$ cat config.mk
export PLATFORM = sky130hd
export DESIGN_NAME = fp32_to_int32
export DESIGN_NICKNAME = d
export VERILOG_FILES = /design/src/rtl/fp32_pkg.sv /design/src/rtl/fp_rne_shift.sv /design/src/rtl/fp32_to_int32.sv
export SDC_FILE = /design/constraint.sdc
export NUM_CORES = 1
export LEC_CHECK = 0
export CORE_MARGIN = 2
export CORE_UTILIZATION = 50
export DETAILED_ROUTE_END_ITERATION = 10
export HOLD_SLACK_MARGIN = 0.06
export PLACE_DENSITY = 0.72
export RECOVER_POWER = 25
export SLEW_MARGIN = 20
export SYNTH_ARGS = -nofsm -noshare
export SYNTH_HDL_FRONTEND = slang
export SYNTH_HIERARCHICAL = 1
export SYNTH_SLANG_ARGS = --single-unit
export TNS_END_PERCENT = 10
$ cat constraint.sdc
create_clock -name clk -period 5.7 [get_ports clk]
set_input_delay 1.14 -clock clk [delete_from_list [all_inputs] [get_ports clk]]
set_output_delay 1.14 -clock clk [all_outputs]
set_load 0.1 [all_outputs]
$ cat src/rtl/fp32_pkg.sv
// Shared fp32 definitions: converter state encoding, operand class codes and integer limits.
package fp32_pkg;

  typedef enum logic [3:0] {
    ST_START  = 4'd0,
    ST_EVAL   = 4'd1,
    ST_ALIGN  = 4'd2,
    ST_ROUND  = 4'd3,
    ST_SIGN   = 4'd4,
    ST_FINISH = 4'd5
  } state_e;

  typedef enum logic [1:0] {
    T_ZER = 2'd0,
    T_INF = 2'd1,
    T_NAN = 2'd2,
    T_NUM = 2'd3
  } fp_class_e;

  localparam int unsigned BIAS      = 127;
  localparam logic [31:0] INT32_MAX = 32'h7FFF_FFFF;
  localparam logic [31:0] INT32_MIN = 32'h8000_0000;

  // Denormals fold into T_ZER: they always convert to integer zero.
  function automatic fp_class_e fp_classify(input logic [7:0] exp_f, input logic [22:0] man_f);
    if (exp_f == 8'hFF) begin
      return (man_f != '0) ? T_NAN : T_INF;
    end else if (exp_f == 8'h00) begin
      return T_ZER;
    end
    return T_NUM;
  endfunction

endpackage

$ cat src/rtl/fp_rne_shift.sv
// Aligns a 24-bit significand to integer position and extracts guard/sticky for RNE rounding.
module fp_rne_shift (
  input  logic        [23:0] sig,
  input  logic signed [9:0]  e,
  output logic        [31:0] mag,
  output logic               guard,
  output logic               sticky
);

  logic [47:0] ext;
  logic [2:0]  lsh;
  logic [4:0]  rsh;

  always_comb begin
    ext    = '0;
    mag    = '0;
    guard  = 1'b0;
    sticky = 1'b0;
    lsh    = 3'(e - 10'sd23);
    rsh    = 5'(10'sd23 - e);
    if (e >= 10'sd23) begin
      mag = {8'b0, sig} << lsh;
    end else if (e >= -10'sd1) begin
      // Shifted-out bits land in the low half; e = -1 leaves mag = 0 and guard = hidden bit.
      ext    = {sig, 24'b0} >> rsh;
      mag    = {8'b0, ext[47:24]};
      guard  = ext[23];
      sticky = |ext[22:0];
    end
  end

endmodule

$ cat src/rtl/fp32_to_int32.sv
// Multi-cycle fp32 to int32 converter with round-to-nearest-even and saturation flags.
module fp32_to_int32
  import fp32_pkg::*;
(
  input  logic        clk,
  input  logic        rst,
  input  logic        ready,
  input  logic [31:0] op,
  output logic [31:0] res,
  output logic        done,
  output logic        busy,
  output logic        invalid,
  output logic        inexact
);

  state_e      state_q, state_d;
  logic [31:0] op_q, op_d;
  logic [31:0] mag_q, mag_d;
  logic        guard_q, guard_d;
  logic        sticky_q, sticky_d;
  logic [31:0] work_q, work_d;
  logic        w_inv_q, w_inv_d;
  logic        w_inx_q, w_inx_d;
  logic [31:0] res_q, res_d;
  logic        done_q, done_d;
  logic        invalid_q, invalid_d;
  logic        inexact_q, inexact_d;

  logic               op_sign;
  logic        [7:0]  op_exp;
  logic        [22:0] op_man;
  logic        [9:0]  exp_diff;
  logic signed [9:0]  unb_exp;
  fp_class_e          op_class;
  logic               too_big;
  logic               too_small;
  logic               special;
  logic        [31:0] sh_mag;
  logic               sh_guard;
  logic               sh_sticky;
  logic               round_up;

  assign op_sign   = op_q[31];
  assign op_exp    = op_q[30:23];
  assign op_man    = op_q[22:0];
  assign exp_diff  = {2'b00, op_exp} - 10'(BIAS);
  assign unb_exp   = signed'(exp_diff);
  assign op_class  = fp_classify(op_exp, op_man);
  assign too_big   = unb_exp >= 10'sd31;
  assign too_small = unb_exp <= -10'sd2;
  assign special   = (op_class != T_NUM) || too_big || too_small;
  assign round_up  = guard_q & (sticky_q | mag_q[0]);

  fp_rne_shift u_shift (
    .sig    ({1'b1, op_man}),
    .e      (unb_exp),
    .mag    (sh_mag),
    .guard  (sh_guard),
    .sticky (sh_sticky)
  );

  always_ff @(posedge clk or posedge rst) begin
    if (rst) begin
      state_q <= ST_START;
    end else begin
      state_q <= state_d;
    end
  end

  always_comb begin
    state_d = state_q;
    case (state_q)
      ST_START:  if (ready) state_d = ST_EVAL;
      ST_EVAL:   state_d = special ? ST_FINISH : ST_ALIGN;
      ST_ALIGN:  state_d = ST_ROUND;
      ST_ROUND:  state_d = ST_SIGN;
      ST_SIGN:   state_d = ST_FINISH;
      ST_FINISH: state_d = ST_START;
      default:   state_d = ST_START;
    endcase
  end

  // Datapath next-state: each state owns the registers it advances.
  always_comb begin
    op_d     = op_q;
    mag_d    = mag_q;
    guard_d  = guard_q;
    sticky_d = sticky_q;
    work_d   = work_q;
    w_inv_d  = w_inv_q;
    w_inx_d  = w_inx_q;
    case (state_q)
      ST_START: if (ready) op_d = op;
      ST_EVAL: begin
        unique case (op_class)
          T_NAN: begin
            work_d  = INT32_MAX;
            w_inv_d = 1'b1;
            w_inx_d = 1'b0;
          end
          T_INF: begin
            work_d  = op_sign ? INT32_MIN : INT32_MAX;
            w_inv_d = 1'b1;
            w_inx_d = 1'b0;
          end
          T_ZER: begin
            work_d  = '0;
            w_inv_d = 1'b0;
            w_inx_d = (op_man != '0);
          end
          T_NUM: begin
            if (too_big) begin
              // -2^31 is the one value at e = 31 that fits exactly.
              if (op_sign && (unb_exp == 10'sd31) && (op_man == '0)) begin
                work_d  = INT32_MIN;
                w_inv_d = 1'b0;
              end else begin
                work_d  = op_sign ? INT32_MIN : INT32_MAX;
                w_inv_d = 1'b1;
              end
              w_inx_d = 1'b0;
            end else if (too_small) begin
              work_d  = '0;
              w_inv_d = 1'b0;
              w_inx_d = 1'b1;
            end
          end
          default: ;
        endcase
      end
      ST_ALIGN: begin
        mag_d    = sh_mag;
        guard_d  = sh_guard;
        sticky_d = sh_sticky;
      end
      ST_ROUND: begin
        mag_d   = mag_q + {31'b0, round_up};
        w_inv_d = 1'b0;
        w_inx_d = guard_q | sticky_q;
      end
      ST_SIGN:  work_d = op_sign ? (~mag_q + 32'd1) : mag_q;
      default: ;
    endcase
  end

  always_comb begin
    res_d     = res_q;
    invalid_d = invalid_q;
    inexact_d = inexact_q;
    done_d    = 1'b0;
    if (state_q == ST_FINISH) begin
      res_d     = work_q;
      invalid_d = w_inv_q;
      inexact_d = w_inx_q;
      done_d    = 1'b1;
    end
  end

  always_ff @(posedge clk or posedge rst) begin
    if (rst) begin
      op_q      <= '0;
      mag_q     <= '0;
      guard_q   <= 1'b0;
      sticky_q  <= 1'b0;
      work_q    <= '0;
      w_inv_q   <= 1'b0;
      w_inx_q   <= 1'b0;
      res_q     <= '0;
      done_q    <= 1'b0;
      invalid_q <= 1'b0;
      inexact_q <= 1'b0;
    end else begin
      op_q      <= op_d;
      mag_q     <= mag_d;
      guard_q   <= guard_d;
      sticky_q  <= sticky_d;
      work_q    <= work_d;
      w_inv_q   <= w_inv_d;
      w_inx_q   <= w_inx_d;
      res_q     <= res_d;
      done_q    <= done_d;
      invalid_q <= invalid_d;
      inexact_q <= inexact_d;
    end
  end

  assign res     = res_q;
  assign done    = done_q;
  assign invalid = invalid_q;
  assign inexact = inexact_q;
  assign busy    = (state_q != ST_START);

endmodule
Word level (Yosys, flattened, before mapping)
Index checks and enable logic that the tools add are counted.
Widths: inputs -> output; s select.
{"block": "classes", "n_reduce_logical": 18, "n_mul": 0, "div_mod_pow": 0, "n_shift": 2, "n_bitwise": 4, "magnitude_cmp": 4, "n_addsub": 5, "n_eq_ne": 13, "muxes": 33}
{"op": "$mux 32", "count": 6}
{"op": "$pmux 32 s2", "count": 2}
{"op": "$pmux 32 s4", "count": 1}
{"op": "$shr 48x5->48", "count": 1}
{"op": "$add 32x1->32", "count": 1}
{"op": "$add 32x1->32 const B", "count": 1}
{"op": "$not 32->32", "count": 1}
{"op": "$shl 24x3->32", "count": 1}
{"op": "$mux 24", "count": 1}
{"op": "$logic_not 23->1", "count": 1}
{"op": "$reduce_bool 23->1", "count": 1}
{"op": "$reduce_or 23->1", "count": 1}
{"op": "$pmux 4 s5", "count": 1}
{"op": "$ge 9x6->1 const B", "count": 2}
{"op": "$mux 1", "count": 12}
{"op": "$eq 9x6->1 const B", "count": 1}
{"op": "$ge 9x1->1 const B", "count": 1}
{"op": "$le 9x2->1 const B", "count": 1}
{"op": "$sub 8x7->9 const B", "count": 1}
{"op": "$eq 4x2->1 const B", "count": 2}
{"op": "$eq 4x3->1 const B", "count": 2}
{"op": "$eq 8x8->1 const B", "count": 1}
{"op": "$logic_not 8->1", "count": 1}
{"op": "$mux 2", "count": 4}
{"op": "21 further kinds", "count": 32}
{"block": "totals", "register_bits": 139, "mem_bits_rw": 0, "in_bits": 35, "word_cells": 91, "memories": 0, "rom_bits": 0, "out_inout_bits": 36, "latch_bits": 0}

Longest topological paths before layout
{"block": "depth", "ltp_word": 9, "mapped_depth": 14, "mapped_depth_nobuf": 11}

By module
The synthesis kept the hierarchy.
{"module": "fp32_to_int32", "instances": 1, "area_per_inst_um2": 7390.8, "cells_each": 786, "seq_area_each_um2": 3453.3}
{"module": "fp_rne_shift", "instances": 1, "area_per_inst_um2": 2640.0, "cells_each": 326, "seq_area_each_um2": 0.0}

Least setup slack after synthesis
No wires, ideal clock.
{"block": "synth_timing", "path_type": "register -> register", "startpoint": "register op_q[23]", "endpoint": "register sticky_q", "path_stages_with_launch": 13, "n_path_buf": 3, "setup_time_ns": 0.125, "slack_ns": 2.476, "required_ns": 5.575, "arrival_time_ns": 3.100, "synth_period_minus_slack_ns": 3.224, "cell_sequence": "dfrtp_1 > inv_1 > ha_1 > buf_2 > buf_2 > clkbuf_1 > mux4_2 > mux2_2 > mux2i_1 > nand4_1 > nor4b_1 > a21oi_1 > mux2_2"}
{"block": "synth_via", "elab_chain_len": 6, "word_cells_on_any_way": 8, "cone_classes": "2 x add/sub; 2 x order compare; 1 x shift; 2 x mux; 1 x reduce/logical"}
{"element": "start: declaration", "line": "fp32_to_int32.sv:17", "rtl": "logic [31:0] op_q, op_d;"}
{"element": "start signal: assignment", "line": "fp32_to_int32.sv:173", "rtl": "op_q <= op_d;"}
{"element": "$sub 8x7->9 *", "line": "fp32_to_int32.sv:46", "rtl": "assign exp_diff = {2'b00, op_exp} - 10'(BIAS);"}
{"element": "named net exp_diff[0]", "line": "fp32_to_int32.sv:32", "rtl": "logic [9:0] exp_diff;"}
{"element": "$sub 5x5->5", "line": "fp_rne_shift.sv:20", "rtl": "rsh = 5'(10'sd23 - e);"}
{"element": "$shr 48x5->48", "line": "fp_rne_shift.sv:25", "rtl": "ext = {sig, 24'b0} >> rsh;"}
{"element": "$reduce_or 23->1", "line": "fp_rne_shift.sv:28", "rtl": "sticky = |ext[22:0];"}
{"element": "$mux 1", "line": "fp_rne_shift.sv:23", "rtl": "end else if (e >= -10'sd1) begin"}
{"element": "$mux 1 *", "line": "fp_rne_shift.sv:21", "rtl": "if (e >= 10'sd23) begin"}
{"element": "named net sh_sticky", "line": "fp32_to_int32.sv:40", "rtl": "logic sh_sticky;"}
{"element": "end signal: assignment", "line": "fp32_to_int32.sv:176", "rtl": "sticky_q <= sticky_d;"}
{"element": "end: declaration", "line": "fp32_to_int32.sv:20", "rtl": "logic sticky_q, sticky_d;"}
Mark *: on every way through the listed nets, which the timed path passes. The rest lies on a longest branch.
A chain may end at the register's enable or synchronous reset.

Worst setup path in the final report
Same ends and word-level chain as after synthesis.

==> impl_metrics.ini <==
[worst_setup_path]
end_kind = flip-flop
startpoint_type = flip-flop
worst_ep_arrival_time_ns = 4.02
crit_fanout = 62
crit_type = reg -> reg
worstPathRequired_ns = 6.01

[cts]
cts.sinks = 138
cts_max_level = 4
insertion_delay_ns = 0.43
cts_resized = 0
clk_pin_slew_ns = 0.06
clk_path_buf_depth = 2
post-cts-setup-buffers = 0
cts-root-buf = clkbuf_16
cts_tree = yes
cts_hold_buf = 0
numCtsBuffers = 17

[timing]
finalSetupTns_ns = 0
report.final.slew_viol_count = 0
clock_skew_ns = 0.00977
maxSlewHeadroom_pct = 32.5
final.min_clock_period_ns = 3.71
setup_violations = 0
worst_slack_ns = 1.99
hold_violations = 0
rsz0062_at_grt = false
fmax_ghz = 0.270
finalCritPeriodShare_pct = 65.0
max_slew.worst_pin.slew_ns = 1.01

[yosys]
yosys.cell_types.count = 75
yosysWarnings = 6
async_reset_ff_share_pct = 100
synthFlopType = dfrtp_1
synth-adder-area-share_pct = 0.873
avgSynthCellArea_um2 = 9.02
postSynthCellCount = 1112
synth_top_family_by_area = multiplexers
ys_ff_latch = 138
synth_area_um2 = 10000
synth.area.mux_share_pct = 22.6
yosysSeqAreaShare_pct = 34.4
synth_compound_area_share_pct = 15.6
synth_edf_count = 0
synthXorXnorAreaFrac_pct = 3.49
synth-simple-area-share_pct = 17.7

[finish]
syn_to_final_growth_pct = 14.2
drive_gt1_share_pct = 13.9
nets = 1162
ff_latch_area_um2 = 3450
num-fill-cells = 1742
fin_cells = 1398
finish.utilization_pct = 58.5
antenna_cells = 0
multi_input_area_um2 = 6130

[outcome]
status = finished clean

[die]
initial_utilization_pct = 51.2
die_w_um = 146
io_pins = 71
dieHeight_um = 146
dieArea_um2 = 21200
core_area_um2 = 19600
row_count = 51

[job]
maxCapViolCount = 0

[placement]
hpwl_um = 17200
place_ws_ns = 2.01
dp.cells = 1365
gp_congestion = 0.915
place.port_buffers = 70

[drt]
wl_per_cell_um = 17.7
vias = 8437
drtIter0Drc = 826
wl_um = 24700
route.detailed.drc = 0
viasPerCell = 6.04
dr.pass1.iters = 5
postRouteAntennaNets = 0

[global_routing]
antenna_found_initial = 0
grt_pass1_wl_um = 41600
grt_pass1_vias = 7944
overflow = 0
grt_max_degree = 93
grtUsageTotal_pct = 23.9

[min_path]
hold_class = reg -> reg
per-stage QoR:
stage                     hold slack, ns  area, um2
after floorplan                    0.432      10100
after global placement             0.444      10800
after detailed placement           0.449      10800
after CTS                          0.465      11400
after global routing               0.483      11500
final                              0.464      11500
cells in the final DEF (no fill, tap or decap), drive strengths merged, types with 7 or more instances in the layout:
| master | instances |
|---|---|
| nand2 | 175 |
| dfrtp | 138 |
| mux2 | 95 |
| o21ai | 75 |
| clkdlybuf4s50 | 69 |
| a21oi | 63 |
| mux2i | 56 |
| nor2 | 54 |
| o22ai | 40 |
| xor2 | 33 |
| nand3 | 32 |
| mux4 | 27 |
| inv | 23 |
| clkbuf | 18 |
| nor2b | 17 |
| nand4 | 15 |
| buf | 15 |
| nor3 | 14 |
| nor4 | 14 |
| o41ai | 13 |
| nand2b | 11 |
| o31ai | 11 |
| a211oi | 8 |
| conb | 8 |
| and2 | 7 |
| and3 | 7 |
| ha | 7 |
| xnor2 | 7 |
kinds of logic (layout without fill, tap and decap cells):
logic type | after synthesis | count (layout)
AO/OA/AOI/OAI | 250 | 250
XOR/XNOR | 40 | 40
AND/OR/NAND/NOR | 376 | 376
adder cells (fa/ha/maj) | 7 | 7
multiplexers | 178 | 178
buffers and inverters | 121 | 136
other | 2 | 8
flip-flops | 138 | 138
state kept, by name (all words and copies together) (netlist names), 3 cells and up:
| register | count |
|---|---|
| mag_q | 32 |
| op_q | 32 |
| res | 32 |
| work_q | 32 |
| state_q | 3 |
routing by layer:
layer | track usage (%) | routed length, um | up-vias
li1 | - | - | 4074
met1 | 33.4 | 11400 | 4072
met2 | 37.9 | 11400 | 247
met3 | 3.70 | 1230 | 44
met4 | 8.63 | 642 | 0
met5 | 0 | 0 | -
worst paths after layout:
| check | from | end | slack [ns] | cells after the start |
|---|---|---|---|---|
| worst max-delay path | op_q[23] | sticky_q | 1.99 | 9 |
| worst max register to register | op_q[23] | sticky_q | 1.99 | 9 |
| max in group asynchronous | rst | mag_q[27] | 3.21 | 3 |
| worst min register to register | work_q[27] | res[27] | 0.46 | 2 |
| worst min-delay path | work_q[27] | res[27] | 0.46 | 2 |
| min in group asynchronous | rst | work_q[11] | 1.40 | 2 |
cells in the mapped netlist, types with 3 or more instances:
| library cell | n | area, um2 |
|---|---|---|
| o221ai_1 | 5 | 43.8 |
| o21ai_0 | 58 | 290 |
| a21o_1 | 4 | 30.0 |
| a21oi_1 | 63 | 315 |
| buf_2 | 18 | 90.1 |
| buf_6 | 3 | 33.8 |
| mux4_2 | 22 | 495 |
| xnor2_1 | 7 | 61.3 |
| nor2_1 | 54 | 203 |
| a211oi_1 | 8 | 60.1 |
| nor4_1 | 13 | 81.3 |
| mux2i_1 | 56 | 561 |
| nand3_1 | 32 | 160 |
| clkbuf_1 | 74 | 278 |
| mux4_1 | 5 | 131 |
| and4_1 | 4 | 35.0 |
| nand4_1 | 15 | 93.8 |
| nand2b_1 | 11 | 68.8 |
| o41ai_1 | 11 | 96.3 |
| or3_1 | 6 | 37.5 |
| nor3_1 | 14 | 70.1 |
| a22o_1 | 4 | 35.0 |
| nor2b_1 | 17 | 106 |
| buf_1 | 4 | 15.0 |
| or2_2 | 4 | 25.0 |
| and3_1 | 7 | 43.8 |
| o22ai_1 | 40 | 250 |
| and2_1 | 7 | 43.8 |
| ha_1 | 7 | 87.6 |
| o211a_1 | 3 | 30.0 |
| o31ai_1 | 10 | 75.1 |
| nand3b_1 | 3 | 22.5 |
| dfrtp_1 | 138 | 3450 |
| or4_1 | 4 | 30.0 |
| mux2_2 | 69 | 777 |
| o32ai_1 | 3 | 26.3 |
| mux2_1 | 24 | 270 |
| nand2_1 | 175 | 657 |
| o21ai_1 | 17 | 85.1 |
| inv_1 | 17 | 63.8 |
| xor2_1 | 33 | 289 |
area by class of cell:
type	count	area share, %
tap	265	2.89
clock inverter	14	1.80
clock buffer	18	3.83
inverter	19	0.666
timing repair buffer	85	7.17
sequential	138	30.1
multi-input combinational	859	53.5
worst max-delay path: stages (launching register included):
cell and delay [ns]:
dfrtp_1 0.47, inv_2 0.09, buf_4 0.65, mux4_1 0.67, mux2_2 0.29, or4_1 0.52
o22a_1 0.22, nor4_2 0.27, a21oi_1 0.09, mux2_2 0.27
Power is not shown: default switching activity piles up to over one toggle a cycle in this logic, so the estimate is an artifact.
